[src/rtl/imem_loader.sv]
// imem_loader: boot-time byte-stream loader for the 32-word instruction memory.
// Optional IMEM_LOADER_CHECKSUM_EN adds a trailing XOR checksum byte (CHECK state).
module imem_loader (
  input  logic        clk,
  input  logic        reset,
  input  logic        start,
  input  logic        in_valid,
  input  logic [7:0]  in_data,
  output logic        in_ready,
  output logic        wr_en,
  output logic [4:0]  wr_addr,
  output logic [31:0] wr_data,
  output logic        cpu_hold,
  output logic        done,
  output logic        err
);

`ifdef IMEM_LOADER_CHECKSUM_EN
  typedef enum logic [2:0] {
    IDLE  = 3'd0,
    COUNT = 3'd1,
    DATA  = 3'd2,
    CHECK = 3'd3,
    DONE  = 3'd4,
    ERROR = 3'd5
  } state_e;
`else
  typedef enum logic [2:0] {
    IDLE  = 3'd0,
    COUNT = 3'd1,
    DATA  = 3'd2,
    DONE  = 3'd4,
    ERROR = 3'd5
  } state_e;
`endif

  state_e      state_q, state_d;
  logic [5:0]  cnt_q, cnt_d;
  logic [4:0]  widx_q, widx_d;
  logic [1:0]  bidx_q, bidx_d;
  logic [23:0] word_q, word_d;
  logic        in_ready_q, in_ready_d;
  logic        wr_en_q, wr_en_d;
  logic [4:0]  wr_addr_q, wr_addr_d;
  logic [31:0] wr_data_q, wr_data_d;
  logic        cpu_hold_q, cpu_hold_d;
  logic        done_q, done_d;
  logic        err_q, err_d;
  logic        acc;
  logic        last;
`ifdef IMEM_LOADER_CHECKSUM_EN
  logic [7:0]  xor_q, xor_d;
`endif

  assign acc  = in_valid & in_ready_q;
  assign last = ({1'b0, widx_q} == (cnt_q - 6'd1));

  // next-state, word assembly and registered output computation
  always_comb begin
    state_d   = state_q;
    cnt_d     = cnt_q;
    widx_d    = widx_q;
    bidx_d    = bidx_q;
    word_d    = word_q;
    wr_en_d   = 1'b0;
    wr_addr_d = wr_addr_q;
    wr_data_d = wr_data_q;
`ifdef IMEM_LOADER_CHECKSUM_EN
    xor_d     = xor_q;
`endif
    unique case (state_q)
      IDLE: begin
        if (start) state_d = COUNT;
      end
      COUNT: begin
        if (acc) begin
          cnt_d  = in_data[5:0];
          widx_d = 5'd0;
          bidx_d = 2'd0;
          if (in_data == 8'd0 || in_data > 8'd32)
            state_d = ERROR;
          else
            state_d = DATA;
        end
      end
      DATA: begin
        if (acc) begin
`ifdef IMEM_LOADER_CHECKSUM_EN
          xor_d  = xor_q ^ in_data;
`endif
          bidx_d = bidx_q + 2'd1;
          word_d = {word_q[15:0], in_data};
          if (bidx_q == 2'd3) begin
            wr_en_d   = 1'b1;
            wr_addr_d = widx_q;
            wr_data_d = {word_q, in_data};
            widx_d    = widx_q + 5'd1;
            if (last) begin
`ifdef IMEM_LOADER_CHECKSUM_EN
              state_d = CHECK;
`else
              state_d = DONE;
`endif
            end
          end
        end
      end
`ifdef IMEM_LOADER_CHECKSUM_EN
      CHECK: begin
        if (acc) state_d = (in_data == xor_q) ? DONE : ERROR;
      end
`endif
      DONE, ERROR: begin
        if (start) state_d = COUNT;
      end
      default: state_d = IDLE;
    endcase
`ifdef IMEM_LOADER_CHECKSUM_EN
    if (state_d == COUNT && state_q != COUNT) xor_d = 8'd0;
    in_ready_d = (state_d == COUNT) || (state_d == DATA)
               || (state_d == CHECK);
`else
    in_ready_d = (state_d == COUNT) || (state_d == DATA);
`endif
    // done waits one cycle past the final write strobe
    done_d     = (state_d == DONE) && (state_q != DATA);
    err_d      = (state_d == ERROR);
    cpu_hold_d = ~done_d;
  end

  // state and output registers
  always_ff @(posedge clk or negedge reset) begin
    if (!reset) begin
      state_q    <= IDLE;
      cnt_q      <= 6'd0;
      widx_q     <= 5'd0;
      bidx_q     <= 2'd0;
      word_q     <= 24'd0;
      in_ready_q <= 1'b0;
      wr_en_q    <= 1'b0;
      wr_addr_q  <= 5'd0;
      wr_data_q  <= 32'd0;
      cpu_hold_q <= 1'b1;
      done_q     <= 1'b0;
      err_q      <= 1'b0;
`ifdef IMEM_LOADER_CHECKSUM_EN
      xor_q      <= 8'd0;
`endif
    end else begin
      state_q    <= state_d;
      cnt_q      <= cnt_d;
      widx_q     <= widx_d;
      bidx_q     <= bidx_d;
      word_q     <= word_d;
      in_ready_q <= in_ready_d;
      wr_en_q    <= wr_en_d;
      wr_addr_q  <= wr_addr_d;
      wr_data_q  <= wr_data_d;
      cpu_hold_q <= cpu_hold_d;
      done_q     <= done_d;
      err_q      <= err_d;
`ifdef IMEM_LOADER_CHECKSUM_EN
      xor_q      <= xor_d;
`endif
    end
  end

  assign in_ready = in_ready_q;
  assign wr_en    = wr_en_q;
  assign wr_addr  = wr_addr_q;
  assign wr_data  = wr_data_q;
  assign cpu_hold = cpu_hold_q;
  assign done     = done_q;
  assign err      = err_q;

endmodule

[config.mk]
export PLATFORM = sky130hd
export DESIGN_NAME = imem_loader
export DESIGN_NICKNAME = d
export VERILOG_FILES = /design/src/rtl/imem_loader.sv
export SDC_FILE = /design/constraint.sdc
export NUM_CORES = 1
export LEC_CHECK = 0
export BUFFER_PORTS_ARGS = -buffer_cell sky130_fd_sc_hd__buf_2
export CAP_MARGIN = 20
export CORE_MARGIN = 8
export CORE_UTILIZATION = 60
export DETAILED_ROUTE_END_ITERATION = 10
export MAX_ROUTING_LAYER = met4
export PLACE_DENSITY = 0.84
export REMOVE_ABC_BUFFERS = 1
export SLEW_MARGIN = 20
export SYNTH_ARGS = -nofsm -noshare
export SYNTH_HDL_FRONTEND = slang
export SYNTH_SLANG_ARGS = --single-unit
export TNS_END_PERCENT = 5
[constraint.sdc]
create_clock -name clk -period 4.8 [get_ports clk]
set_input_delay 0.96 -clock clk [delete_from_list [all_inputs] [get_ports clk]]
set_output_delay 0.96 -clock clk [all_outputs]
set_load 0.05 [all_outputs]
==> results of run 1 <==
-- kinds of logic (layout without fill, tap and decap cells) --
family / after synthesis / after routing / synth area share
compound gates: 29 / 29 / 0.0553
xor+xnor: 6 / 6 / 0.0154
fa+ha+maj: 3 / 3 / 0.0110
buf+inv: 17 / 79 / 0.0256
flops: 82 / 82 / 0.601
mux: 59 / 59 / 0.194
simple gates: 62 / 62 / 0.0974
-- through the flow --
| stage | area (sq um) | power [uW] |
|---|---|---|
| CTS | 3970 | 1710 |
| global route | 4010 | 1780 |
| detailed placement | 3730 | 1120 |
| finish | 4010 | 1700 |
| floorplan | 3360 | 1030 |
| global placement | 3720 | 1100 |
-- layout by cell type (no fill, tap or decap), types with 2 or more instances in the layout --
cell        count
xnor2_1         4
dfrtp_1        81
nand3_1         6
and2_1          2
nand4_1         4
o2bb2ai_1       2
xor2_1          2
nor2_1          6
nand2_1        21
o31ai_1         2
buf_2          52
bufinv_16       3
or3_1           3
mux2_2         59
inv_1           8
nor3_1          4
nand2b_1        4
clkbuf_8        9
a21oi_1         7
clkinvlp_4      2
a31oi_1         2
o21ai_0         7
nand3b_1        2
nor4_1          2
ha_1            3
-- final cells by class --
| cell class | instances | area share |
|---|---|---|
| clock buffers | 10 | 0.0319 |
| well taps | 72 | 0.0225 |
| multi-input cells | 159 | 0.319 |
| repair buffers | 55 | 0.0784 |
| inverters | 8 | 0.00750 |
| clock inverters | 6 | 0.0284 |
| flip-flops and latches | 82 | 0.513 |
-- synthesized netlist by cell type, types with 2 or more instances --
cell type | n | area [sq um]
xor2_1 | 2 | 17.5
xnor2_1 | 4 | 35.0
ha_1 | 3 | 37.5
nand3_1 | 6 | 30.0
nand3b_1 | 2 | 15.0
buf_6 | 2 | 22.5
nand2_1 | 21 | 78.8
a21oi_1 | 7 | 35.0
nor4_1 | 2 | 12.5
o31ai_1 | 2 | 15.0
nand4_1 | 4 | 25.0
nand2b_1 | 4 | 25.0
o2bb2ai_1 | 2 | 17.5
a31oi_1 | 2 | 12.5
nor2_1 | 6 | 22.5
nor3_1 | 4 | 20.0
o21ai_0 | 7 | 35.0
buf_2 | 4 | 20.0
and2_1 | 2 | 12.5
mux2_2 | 59 | 664
or3_1 | 3 | 18.8
dfrtp_1 | 81 | 2030
clkbuf_1 | 2 | 7.51
inv_1 | 8 | 30.0
-- layer usage --
layer | track usage | wire, um | vias up
li1 | - | - | 1033
met1 | 0.192 | 2770 | 1113
met2 | 0.263 | 3170 | 63
met3 | 0.0519 | 442 | 9
met4 | 0.0900 | 112 | 0
met5 | - | 0 | -
-- critical path, stage by stage --
cell and delay [ps]:
buf_2 100, and2_1 190, and2_1 500, buf_8 250, mux2_2 350
-- where the power goes --
| part | internal [uW] | leakage [uW] | switching, uW |
|---|---|---|---|
| registers | 755 | 0.00111 | 65.4 |
| clock network | 347 | 0.000113 | 244 |
| logic | 110 | 0.000881 | 178 |
-- final timing paths --
| path | endpoint | cells after the start |
|---|---|---|
| max in group asynchronous | wr_data[28]$_DFFE_PN0P_ | 1 |
| min in group asynchronous | bidx_q[1]$_DFFE_PN0P_ | 1 |
| max reg2reg | word_q[10]$_DFFE_PN0P_ | 4 |
| min reg2reg | wr_addr[2]$_DFFE_PN0P_ | 2 |
| min | wr_addr[2]$_DFFE_PN0P_ | 2 |
| max | word_q[10]$_DFFE_PN0P_ | 5 |
-- registers in the layout, indices dropped and copies added, names as in the netlist --
signal	count
wr_en	1
state_q	3
in_ready	1
err	1
word_q	24
cnt_q	6
done	1
cpu_hold	1
widx_q	5
bidx_q	2
wr_data	32
wr_addr	5
==> flow_summary.ini, run 1 <==
[final_layout]
antenna_cells = 0
multi_input_area_sq_um = 1280
utilization = 0.727
seq_area_sq_um = 2050
drive_gt1_frac = 0.419
final_nets = 330
instances_no_fill = 392
syn_to_final_growth_pct = 17.2
nFillCells = 353

[drt]
via_count = 2218
vias_per_cell = 5.66
ant_nets = 0
drc = 0
drt-pass1-iter-count = 5
drtIter0Drc = 103
wl_per_cell_um = 16.6
wl_mm = 6.49

[floorplanning]
start_util = 0.621
die_width_um = 91.5
ios = 54
die_area_sq_um = 8370
core_area_sq_um = 5510
fp.dieH_um = 91.5
rows = 27

[logic_synthesis]
ys_ff_latch = 82
yosys_warnings = 0
synthDistinctLibCells = 43
avgSynthCellArea_sq_um = 13.2
seq_area_frac_synth = 0.601
synth_edf_count = 0
syn_inst = 258
synthArstFlopShare = 1.00
synthFlopType = dfrtp_1
syn_area_sq_um = 3420

[clocking]
ctsRootBufferMaster = clkbuf_8
cts_tree = yes
cts_made_buffers = 9
post_cts_buffers = 0
cts.sinks = 82
cts_resized = 0
path_clk_slew_ps = 80
clockBufferDepth = 2
clock_latency_ps = 350
htreeDepth = 3
cts_hold_buf = 0

[global_route]
grt_pass1_vias = 2269
antenna_found_initial = 0
grt_max_degree = 83
grt_pass1_wl_mm = 11.0
grt-ovfl-total = 0
grt_use_total = 0.169

[pwr]
ir_drop_mv = 0.290
leakagePower_uw = 0.00211
power_density_nw_per_um2 = 425

[sta]
skew_ps = 6.80
slew_viol_final = 0
post-route-min-period_ps = 2130
holdWs_ps = 478
fin_ws_ps = 2670
tightest_slew_ps = 786
setup_viol = 0
max_freq_ghz = 0.470
final_hold_viol_count = 0
finalCritPeriodShare = 0.443
setup_tns_ps = 0
rsz0062_at_grt = no
relSlewSlack = 0.474

[worst_setup_path]
crit_path_start = in_valid
r2r_slack_ps = 2690
critPathRequiredTime_ps = 5040
reg2reg_from = state_q[0]$_DFF_PN0_
worstPathMaxFanout = 17
worstPathArrival_ps = 2360
worst_setup_path_start_kind = primary input
crit_type = primary input to register
endpoint_kind = register

[placed_design]
place_ws_ps = 2000
routabilityCongestion = 0.781
dpl.hpwl_mm = 4.47
place_inst = 375
port_buffers = 53

[run_status]
status = finished clean

[hold_path]
hp-start = wr_addr[2]$_DFFE_PN0P_
hold_class = register to register

[flow_run]
max_cap_violations = 0
Note: power is estimated with default switching activity, not from simulation.
==> inputs of run 2 (changes only) <==
--- a/config.mk
+++ b/config.mk
@@ -8,10 +8,10 @@
 export BUFFER_PORTS_ARGS = -buffer_cell sky130_fd_sc_hd__buf_2
 export CAP_MARGIN = 20
 export CORE_MARGIN = 8
-export CORE_UTILIZATION = 60
+export CORE_UTILIZATION = 56
 export DETAILED_ROUTE_END_ITERATION = 10
 export MAX_ROUTING_LAYER = met4
-export PLACE_DENSITY = 0.84
+export PLACE_DENSITY = 0.79
 export REMOVE_ABC_BUFFERS = 1
 export SLEW_MARGIN = 20
 export SYNTH_ARGS = -nofsm -noshare
==> constraint.sdc (replaced) <==
create_clock -name clk -period 2.1 [get_ports clk]
set_input_delay 0.42 -clock clk [delete_from_list [all_inputs] [get_ports clk]]
set_output_delay 0.42 -clock clk [all_outputs]
set_load 0.05 [all_outputs]
==> run 2 against run 1 <==
Routed wire length shrank 0.11%; first-iteration DRC count decreased by 43%; utilization down 4.6 points; hold slack lost 470 ps; global-route usage down 0.47 points; critical path depth down 1; sequential cell count unchanged.
==> flow_summary.ini, run 2 (synthesis results as in run 1) <==
[sta]
setup_viol = 0
relSlewSlack = 0.707
rsz0062_at_grt = no
finalCritPeriodShare = 0.812
setup_tns_ps = 0
holdWs_ps = 4.54
max_freq_ghz = 0.587
post-route-min-period_ps = 1700
final_hold_viol_count = 0
skew_ps = 8.66
fin_ws_ps = 396
slew_viol_final = 0
tightest_slew_ps = 438

[global_route]
antenna_found_initial = 0
grt_pass1_wl_mm = 11.0
grt-busiest-layer = met2
met1_usage = 0.200
met3_usage = 0.0376
grt-ovfl-total = 0
grt_max_degree = 51
grt_pass1_vias = 2288
grtUsageMet2 = 0.260
grt_use_total = 0.164

[clocking]
clock_latency_ps = 340
ctsRootBufferMaster = clkbuf_8
cts_hold_buf = 0
htreeDepth = 3
post_cts_buffers = 0
clockBufferDepth = 2
cts.sinks = 82
cts_resized = 0
cts_made_buffers = 9
path_clk_slew_ps = 80
cts_tree = yes

[worst_setup_path]
r2r-end = word_q[4]$_DFFE_PN0P_
crit_type = register to register
worstPathMaxFanout = 25
r2r_cells = 4
reg2reg_from = state_q[0]$_DFF_PN0_
r2r_slack_ps = 400
endpoint_kind = register
cpPeakStageDelay_ps = 480
worst_setup_path_start_kind = register
crit_slowest_cell = dfrtp_1
critPathRequiredTime_ps = 2330
path_cells = nor3b_4, and2_1, buf_12, mux2_2
worstPathArrival_ps = 1930

[pwr]
finalPower_uw = 3890
ir_drop_mv = 0.655
power_density_nw_per_um2 = 966
leakagePower_uw = 0.00213

[final_layout]
multi_input_area_sq_um = 1280
antenna_cells = 0
syn_to_final_growth_pct = 18.0
utilization = 0.681
seq_area_sq_um = 2050
final_cell_mix = 81 x dfrtp_1, 59 x mux2_2, 52 x buf_2, 21 x nand2_1, 9 x clkbuf_8
largest_reg_flops = 32
final_nets = 334
nFillCells = 443
final_common_cell = dfrtp_1
drive_gt1_frac = 0.426

[floorplanning]
rows = 28
die_area_sq_um = 8860
ios = 54
die_width_um = 94.1
start_util = 0.577
core_area_sq_um = 5920
fp.dieH_um = 94.1

[placed_design]
place_ws_ps = 364
routabilityCongestion = 0.840
port_buffers = 53
dpl.hpwl_mm = 4.68

[hold_path]
hold_class = primary input to asynchronous set/reset pin

[run_status]
status = finished clean

[drt]
vias_per_cell = 5.36
wl_per_cell_um = 16.3
drc = 0
wl_mm = 6.49
via_count = 2137
ant_nets = 0
drtIter0Drc = 59
drt-pass1-iter-count = 4

[flow_run]
max_cap_violations = 0
-- run 2: cell types whose count changed in the layout (fill, tap and decap cells not counted) --
cell / before / now
buf_8: 1 / 0
buf_6: 1 / 0
clkinv_2: 0 / 1
buf_12: 0 / 2
buf_4: 0 / 5
clkinv_4: 0 / 1
clkinvlp_4: 2 / 0
buf_16: 1 / 0
-- run 2: worst max-delay path by stage --
stage                    startpoint                     to  slack (ps)  cells after the start
5_1_grt        state_q[1]$_DFF_PN0_  word_q[4]$_DFFE_PN0P_         310                      4
3_3_place_gp             in_data[0]     in_ready$_DFF_PN0_         380                      5
2_1_floorplan    in_ready$_DFF_PN0_  word_q[0]$_DFFE_PN0P_          20                      3
6_report       state_q[0]$_DFF_PN0_  word_q[4]$_DFFE_PN0P_         400                      4
4_1_cts        state_q[0]$_DFF_PN0_   state_q[2]$_DFF_PN0_         400                      5
3_5_place_dp             in_data[0]     in_ready$_DFF_PN0_         360                      5
-- run 2: cell type report --
type                            instances  area share
Multi-Input combinational cell        159       0.317
Sequential cell                        82       0.509
Inverter                                8     0.00745
Clock inverter                          6      0.0279
Timing Repair Buffer                   59      0.0838
Clock buffer                           10      0.0317
Tap cell                               75      0.0233
-- run 2: routing by layer --
metal,part of all wire,wire (um),up-vias
met5,0,0,-
met4,0.015,98,0
met3,0.044,284,10
met2,0.49,3170,45
met1,0.45,2930,1043
li1,-,-,1039
-- run 2: critical path: cells and delay by family, from the launching register on --
kind | cells | cell delay [ps]
and+or+nand+nor | 2 | 540
DFF | 1 | 480
buffers and inverters | 1 | 190
muxes | 1 | 360
-- run 2: report_power, final --
part / total (uW) / leakage, uW / switching (uW) / internal, uW
Combinational: 673 / 0.000894 / 406 / 267
Sequential: 1870 / 0.00111 / 144 / 1730
Clock: 1350 / 0.000121 / 555 / 795
Total: 3890 / 0.00213 / 1100 / 2790
-- run 2: per-stage QoR --
stage          instance area (sq um)  std cells
4_1_cts                         4030        399
2_1_floorplan                   3360        249
3_3_place_gp                    3790        383
3_5_place_dp                    3790        383
5_1_grt                         4030        399
6_report                        4030        399
